## src/rtl/rs232_pkg.sv

```systemverilog
// Shared defaults and FSM state encodings for the RS232 transmit scheduler.
package rs232_pkg;

    localparam int unsigned DATA_WIDTH_DEF = 8;
    localparam int unsigned FIFO_SIZE_DEF  = 3;

    // Write side: one accepted byte walks through setup / strobe / hold.
    typedef enum logic [1:0] {
        P_IDLE,
        P_SETUP,
        P_STROBE,
        P_HOLD
    } push_state_t;

    // Read side: pop the fifo, capture its output, kick the transmitter.
    typedef enum logic [2:0] {
        T_IDLE,
        T_STROBE,
        T_CAPTURE,
        T_START,
        T_WAIT
    } pop_state_t;

endpackage

```

## src/rtl/fifo_occupancy.sv

```systemverilog
// Occupancy counter for the external fifo: tracks push/pop strobes.
module fifo_occupancy
    import rs232_pkg::*;
#(
    parameter int unsigned FIFO_SIZE = FIFO_SIZE_DEF
) (
    input  logic               clk,
    input  logic               rst_n,
    input  logic               inc,
    input  logic               dec,
    input  logic               clear,
    output logic [FIFO_SIZE:0] count,
    output logic               full,
    output logic               empty
);

    localparam logic [FIFO_SIZE:0] DEPTH_CNT = {1'b1, {FIFO_SIZE{1'b0}}};
    localparam logic [FIFO_SIZE:0] ONE_CNT   = {{FIFO_SIZE{1'b0}}, 1'b1};

    // Saturating up/down count; simultaneous inc and dec cancel out.
    always_ff @(posedge clk or negedge rst_n) begin
        if (!rst_n) begin
            count <= '0;
        end else if (clear) begin
            count <= '0;
        end else if (inc && !dec && (count != DEPTH_CNT)) begin
            count <= count + ONE_CNT;
        end else if (dec && !inc && (count != '0)) begin
            count <= count - ONE_CNT;
        end
    end

    assign full  = (count == DEPTH_CNT);
    assign empty = (count == '0);

endmodule

```

## src/rtl/rs232_tx_scheduler.sv

```systemverilog
// Moves host bytes into an external fifo and feeds them to a serial
// transmitter one at a time, keeping an occupancy count of the fifo.
module rs232_tx_scheduler
    import rs232_pkg::*;
#(
    parameter int unsigned FIFO_SIZE  = FIFO_SIZE_DEF,
    parameter int unsigned DATA_WIDTH = DATA_WIDTH_DEF
) (
    input  logic                  clk,
    input  logic                  rst_n,
    input  logic                  clear,
    input  logic                  wr_valid,
    input  logic [DATA_WIDTH-1:0] wr_data,
    output logic                  wr_ready,
    output logic                  fifo_push_clock,
    output logic                  fifo_pop_clock,
    output logic [DATA_WIDTH-1:0] fifo_in_data,
    input  logic [DATA_WIDTH-1:0] fifo_out_data,
    output logic                  fifo_clear,
    input  logic                  tx_busy,
    output logic                  tx_start,
    output logic [DATA_WIDTH-1:0] tx_data,
    output logic [FIFO_SIZE:0]    count,
    output logic                  full,
    output logic                  empty
);

    push_state_t           p_state, p_next;
    pop_state_t            t_state, t_next;
    logic                  wr_ready_d, push_d, pop_d, tx_start_d;
    logic [DATA_WIDTH-1:0] fifo_in_data_d, tx_data_d;

    // Occupancy moves on the same edge the corresponding strobe rises, so
    // count already reflects a strobe while that strobe is high.
    fifo_occupancy #(
        .FIFO_SIZE (FIFO_SIZE)
    ) u_occupancy (
        .clk   (clk),
        .rst_n (rst_n),
        .inc   (push_d),
        .dec   (pop_d),
        .clear (clear),
        .count (count),
        .full  (full),
        .empty (empty)
    );

    // Push sequencing; wr_ready is precomputed for the state being entered.
    always_comb begin
        p_next         = p_state;
        fifo_in_data_d = fifo_in_data;
        if (clear) begin
            p_next = P_IDLE;
        end else begin
            case (p_state)
                P_IDLE: begin
                    if (wr_valid && wr_ready) begin
                        p_next         = P_SETUP;
                        fifo_in_data_d = wr_data;
                    end
                end
                P_SETUP:  p_next = P_STROBE;
                P_STROBE: p_next = P_HOLD;
                P_HOLD:   p_next = P_IDLE;
                default:  p_next = P_IDLE;
            endcase
        end
        push_d     = (p_next == P_STROBE);
        wr_ready_d = (p_next == P_IDLE) && !clear && !full;
    end

    // Push state register and registered push outputs.
    always_ff @(posedge clk or negedge rst_n) begin
        if (!rst_n) begin
            p_state         <= P_IDLE;
            wr_ready        <= 1'b0;
            fifo_push_clock <= 1'b0;
            fifo_in_data    <= '0;
        end else begin
            p_state         <= p_next;
            wr_ready        <= wr_ready_d;
            fifo_push_clock <= push_d;
            fifo_in_data    <= fifo_in_data_d;
        end
    end

    // Pop sequencing; only leaves idle when data exists and the line is free.
    always_comb begin
        t_next    = t_state;
        tx_data_d = tx_data;
        if (clear) begin
            t_next = T_IDLE;
        end else begin
            case (t_state)
                T_IDLE: begin
                    if (!empty && !tx_busy) begin
                        t_next = T_STROBE;
                    end
                end
                T_STROBE: t_next = T_CAPTURE;
                T_CAPTURE: begin
                    t_next    = T_START;
                    tx_data_d = fifo_out_data;
                end
                T_START: t_next = T_WAIT;
                T_WAIT: begin
                    if (tx_busy) begin
                        t_next = T_IDLE;
                    end
                end
                default: t_next = T_IDLE;
            endcase
        end
        pop_d      = (t_next == T_STROBE);
        tx_start_d = (t_next == T_START);
    end

    // Pop state register, registered pop outputs and the fifo clear copy.
    always_ff @(posedge clk or negedge rst_n) begin
        if (!rst_n) begin
            t_state        <= T_IDLE;
            fifo_pop_clock <= 1'b0;
            tx_start       <= 1'b0;
            tx_data        <= '0;
            fifo_clear     <= 1'b0;
        end else begin
            t_state        <= t_next;
            fifo_pop_clock <= pop_d;
            tx_start       <= tx_start_d;
            tx_data        <= tx_data_d;
            fifo_clear     <= clear;
        end
    end

endmodule

```

## config.mk

```make
export PLATFORM = sky130hd
export DESIGN_NAME = rs232_tx_scheduler
export DESIGN_NICKNAME = d
export VERILOG_FILES = /design/src/rtl/rs232_pkg.sv /design/src/rtl/fifo_occupancy.sv /design/src/rtl/rs232_tx_scheduler.sv
export SDC_FILE = /design/constraint.sdc
export NUM_CORES = 1
export LEC_CHECK = 0
export BUFFER_PORTS_ARGS = -buffer_cell sky130_fd_sc_hd__buf_4
export CAP_MARGIN = 5
export CORE_ASPECT_RATIO = 1.75
export CORE_MARGIN = 5
export CORE_UTILIZATION = 44
export DETAILED_ROUTE_END_ITERATION = 16
export GPL_ROUTABILITY_DRIVEN = 0
export GPL_TIMING_DRIVEN = 0
export HOLD_SLACK_MARGIN = 0.05
export PLACE_DENSITY = 0.74
export SETUP_SLACK_MARGIN = 0.1
export SLEW_MARGIN = 10
export SYNTH_ARGS = -nofsm -noshare
export SYNTH_HDL_FRONTEND = slang
export SYNTH_SLANG_ARGS = --single-unit
```

## constraint.sdc

```tcl
create_clock -name clk -period 2.45 [get_ports clk]
set_input_delay 0.1225 -clock clk [delete_from_list [all_inputs] [get_ports clk]]
set_output_delay 0.1225 -clock clk [all_outputs]
set_load 0.02 [all_outputs]
```

# Word level (Yosys, flattened, before mapping)
# Index checks and enable logic that the tools add are counted.
[word_totals] regBits=30 inputBits=21 out_inout_bits=27 wordCells=57
[classes] add_sub_neg=2 eq_ne=12 mux=10 bitwise_logic=1 n_reduce_logical=22
[op_table] operator="$pmux W3 S5" count=1
[op_table] operator="$mux W4" count=3
[op_table] operator="$eq A3 B2 Y1 const B" count=3
[op_table] operator="$mux W3" count=3
[op_table] operator="$logic_and A1 B1 Y1" count=8
[op_table] operator="$pmux W2 S4" count=1
[op_table] operator="$eq A2 B2 Y1 const B" count=3
[op_table] operator="$eq A3 B1 Y1 const B" count=2
[op_table] operator="$logic_not A1 Y1" count=6
[op_table] operator="$add A4 B1 Y4 const B" count=1
[op_table] operator="$eq A4 B4 Y1 const B" count=1
[op_table] operator="$logic_not A2 Y1" count=2
[op_table] operator="$logic_not A4 Y1" count=1
[op_table] operator="$mux W2" count=2
[op_table] operator="$ne A4 B4 Y1 const B" count=1
[op_table] operator="$reduce_bool A4 Y1" count=1
[op_table] operator="$sub A4 B1 Y4 const B" count=1
[op_table] operator="$eq A3 B3 Y1 const B" count=1
[op_table] operator="$logic_not A3 Y1" count=1
[op_table] operator="$reduce_and A3 Y1" count=1
[op_table] operator="$reduce_bool A3 Y1" count=1
[op_table] operator="$eq A2 B1 Y1 const B" count=1
[op_table] operator="$reduce_and A2 Y1" count=1
[op_table] operator="$not A1 Y1" count=1

# Logic depth before layout (Yosys ltp)
[depth] ltp_word=12 ltp_mapped=11 mapped_depth_nobuf=11

# Cells and area by module
# From an unflattened synthesis, not the netlist that was laid out.
[unflattened] hier_cells=102 hier_area_um2=1383.8
[modules_own_cells] module="rs232_tx_scheduler" n_inst=1 cells_per_inst=64 area_per_inst_um2=1004.7 seq_area_each_um2=650.6
[modules_own_cells] module="fifo_occupancy" n_inst=1 cells_per_inst=38 area_per_inst_um2=379.1 seq_area_each_um2=100.1

# Worst setup path before layout
# OpenSTA, ideal clock, no wires.
[synth_path] path_type="reg2reg" startpoint="reg u_occupancy.count[1]" endpoint="reg u_occupancy.count[3]" setup_time_ps=139 arrival_time_ps=2557 required_time_ps=2311 setup_slack_ps=-246 path_stages_with_launch=10 path_buffers=0 period_less_slack_ps=2696 path_cell_list="dfrtp_1 or3_1 a31oi_2 nand3_2 ha_1 a21o_1 a21oi_1 nand2b_1 mux2i_1 or4_1"
[synth_via] elab_chain_cells=12 word_cells_on_any_way=20 classes_between="2 x add/sub; 2 x eq/ne; 6 x mux; 10 x reduce/logical"
[synth_rtl] item="from (decl)" line="fifo_occupancy.sv:12" rtl="output logic [FIFO_SIZE:0] count,"
[synth_rtl] item="from (signal assigned)" line="fifo_occupancy.sv:27" rtl="count <= count + ONE_CNT;"
[synth_rtl] item="from (signal assigned)" line="fifo_occupancy.sv:29" rtl="count <= count - ONE_CNT;"
[synth_rtl] item="$logic_not A4 Y1" line="fifo_occupancy.sv:34" rtl="assign empty = (count == '0);"
[synth_rtl] item="$logic_not A1 Y1" line="rs232_tx_scheduler.sv:96" rtl="if (!empty && !tx_busy) begin"
[synth_rtl] item="$logic_and A1 B1 Y1" line="rs232_tx_scheduler.sv:96"
[synth_rtl] item="$mux W3" line="rs232_tx_scheduler.sv:96"
[synth_rtl] item="$pmux W3 S5" line="rs232_tx_scheduler.sv:94" rtl="case (t_state)"
[synth_rtl] item="$mux W3" line="rs232_tx_scheduler.sv:91" rtl="if (clear) begin"
[synth_rtl] item="$eq A3 B1 Y1" line="rs232_tx_scheduler.sv:114" rtl="pop_d = (t_next == T_STROBE);"
[synth_rtl] item="$logic_not A1 Y1" line="fifo_occupancy.sv:26" rtl="end else if (inc && !dec && (count != DEPTH_CNT)) begin"
[synth_rtl] item="$logic_and A1 B1 Y1 (2 in a row)" line="fifo_occupancy.sv:26"
[synth_rtl] item="$mux W4" line="fifo_occupancy.sv:26"
[synth_rtl] item="$mux W4" line="fifo_occupancy.sv:24" rtl="end else if (clear) begin"
# Several ways; a longest one is shown, not always the timed one. The select of a mux whose other input is x is not followed.
# A chain may end at the register's enable or synchronous reset.

# Worst setup path after layout
[layout_path] startpoint="reg u_occupancy.count[2]" endpoint="reg u_occupancy.count[3]"
# The elaborated chain is that of the path after synthesis.

==> results.cfg <==
[finish]
antenna_cells = 0
drive_gt1_share_pct = 57.14
nNetsFinal = 201
stdcell_count = 218
area_growth_syn_to_layout_pct = 45.96
fillCellCount = 249
layout_common_cells = buf_4 (57), dfrtp_1 (27), mux2_2 (16), clkbuf_8 (6), inv_1 (5)
mostFrequentLayoutCell = buf_4
fin_area_um2 = 2054

[placed_design]
dpl.cell_count = 198
place_area_um2 = 1821
numPortBuffers = 47
dp_hpwl_um = 2361
post-place-ws_ps = -294.4

[floorplanning]
die_h_um = 84.82
io_pins = 48
fp.dieArea_um2 = 4475
placeableCoreArea_um2 = 3108
rows = 27
start_util_pct = 45.29
die_w_um = 52.76

[global_route]
grt_max_degree = 31
antenna_found_initial = 0
grt_pass1_wl_um = 5388
grt_pass1_vias = 1208
globalRouteTotalUtil_pct = 16.58
grt_overflow = 0

[pwr]
irDropWorstVdd_mv = 0.7096
powerDensity_nw_per_um2 = 1351
leakage_nw = 0.9701
power_mw = 2.775

[sta]
rsz0062_at_grt = yes
drv_slew = 0
tightest_slew_ps = 524.8
slew-limit-headroom_pct = 64.64
setup_violations = 0
period_needed_ps = 2423
hold_violations = 0
post-route-period-util_pct = 98.89
fin_ws_ps = 27.19
fin_skew_ps = 2.632
clock.fmax_ghz = 0.4127

[cts]
cts_buffers = 5
h-tree-depth = 2
clk_pin_slew_worst_paths_ps = 60
clock_path_buffers = 2
clk_latency_ps = 280
numClockSinks = 30
tritoncts = built
root_buffer = clkbuf_8

[logic_synthesis]
synth_edf_count = 0
ys_seq_elements = 30
synth_area_leaders = dfrtp_1 (53%), mux2_2 (13%), ha_1 (4.4%)
ys_seq_area_share_pct = 53.33
yosys_most_used_dff = dfrtp_1
syn_area_per_cell_um2 = 13.03
yosys_warnings = 0
synthArstFlopShare_pct = 100.0
synth_area_leader_cell = dfrtp_1
syn_nets = 135
yosysTopAreaCellShare_pct = 53.33
syn_inst = 108
netlist_area_um2 = 1408
synth_cell_types = 40

[worst_hold_path]
worstHoldPathType = input port to flop

[setup_path]
crit_slowest_cell = dfrtp_2
slowest_delay_ps = 400
critPathLaunchType = flop
path_class = flop to flop
path_cells = or3_4, a31oi_4, nand3_4, ha_4, a21o_1, a21oi_2, nand2b_1, mux2i_1, or4_1
cp.required_ps = 2600
path_max_fanout = 4
arrival_ps = 2570
worstSetupEndpointType = flop

[route]
drc_errors = 0
finalWirelength_um = 3246
dr.pass1.iters = 4
vias = 1119
drt_iter0_drc = 7
viasPerCell = 5.133
ant_nets = 0
wire_per_inst_um = 14.89

[outcome]
status = finished, final reports clean

[run]
maxCapViolCount = 0
-- cells by family after synthesis --
kind of cell	count (synthesis)	share of synthesized area (%)
simple gates	30	15.74
mux	17	13.51
compound gates	14	7.911
fa+ha+maj	6	5.867
buf+inv	9	2.400
xor+xnor	2	1.245
flops	30	53.33
-- cell type report --
type                       instances  area, µm²  area share, %
tap                               43      53.80          2.619
clock inverter                     1      5.005         0.2436
clock buffer                       7      86.33          4.202
inverter                           7      26.28          1.279
multi-input combinational         69      673.1          32.76
buffer                             2      7.507         0.3654
timing repair buffer              59      447.9          21.80
sequential                        30      754.5          36.72
-- critical path: cells and delay by family, from the launching register on --
family | cells | cell delay (ps)
AND/OR/NAND/NOR | 4 | 1040
AO/OA/AOI/OAI | 3 | 570
flip-flops | 1 | 400
adder cells (fa/ha/maj) | 1 | 230
multiplexers | 1 | 60
-- registers in the layout, summed over array words and instances (netlist names) --
| signal | flops |
|---|---|
| fifo_in_data | 8 |
| fifo_push_clock | 1 |
| wr_ready | 1 |
| p_state | 2 |
| u_occupancy.count | 4 |
| tx_data | 8 |
| t_state | 3 |
| fifo_clear | 1 |
| tx_start | 1 |
| fifo_pop_clock | 1 |
-- synthesized netlist by cell type (2+ instances only) --
master,number
ha_1,5
nor4_1,2
o21ai_0,2
mux2_2,16
nor3_1,3
a21oi_1,5
xnor2_1,2
dfrtp_1,30
inv_1,7
nand3_1,2
nand2_1,2
nor2_1,4
-- worst paths after layout --
path                                           start                   end  slack [ps]  cells past startpoint
worst max-delay path            u_occupancy.count[2]  u_occupancy.count[3]          30                      9
worst min-delay path                      wr_data[3]       fifo_in_data[3]          80                      2
worst max register to register  u_occupancy.count[2]  u_occupancy.count[3]          30                      9
worst min register to register       fifo_in_data[4]       fifo_in_data[4]         500                      1
max in group asynchronous                      rst_n  u_occupancy.count[2]        1850                      2
min in group asynchronous                      rst_n       fifo_in_data[3]         310                      2
-- metrics by stage --
stage	TNS, ps	util, %	hold WS, ps
finish	0	66.10	75.88
global placement	-217.4	58.57	59.93
global route	-74.44	66.10	67.61
detailed placement	-294.4	58.57	67.34
CTS	0	65.86	67.54
floorplan	-113.1	-	-173.1
-- what timing repair did --
item,4_1_cts,5_1_grt
resized for setup,8,3
hold endpoints to repair,31,0
pin swaps,8,5
endpoints found under the setup margin,2,2
hold buffers,2,0
setup buffers,9,1
-- layer usage --
metal | track usage, % | wire, µm | vias up | share of wire [%]
li1 | - | - | 520 | -
met1 | 16.04 | 1133 | 542 | 35
met2 | 28.73 | 1763 | 47 | 54
met3 | 5.097 | 231 | 10 | 7.1
met4 | 10.93 | 117 | 0 | 3.6
met5 | 0 | 0 | - | 0
-- power breakdown --
| part | total [mW] | internal, mW | leakage [nW] | switching (mW) |
|---|---|---|---|---|
| combinational | 1.55 | 0.756 | 0.547 | 0.797 |
| clock | 0.396 | 0.226 | 0.0482 | 0.170 |
| sequential | 0.826 | 0.705 | 0.375 | 0.121 |
Power figures use the tool's default switching activity.
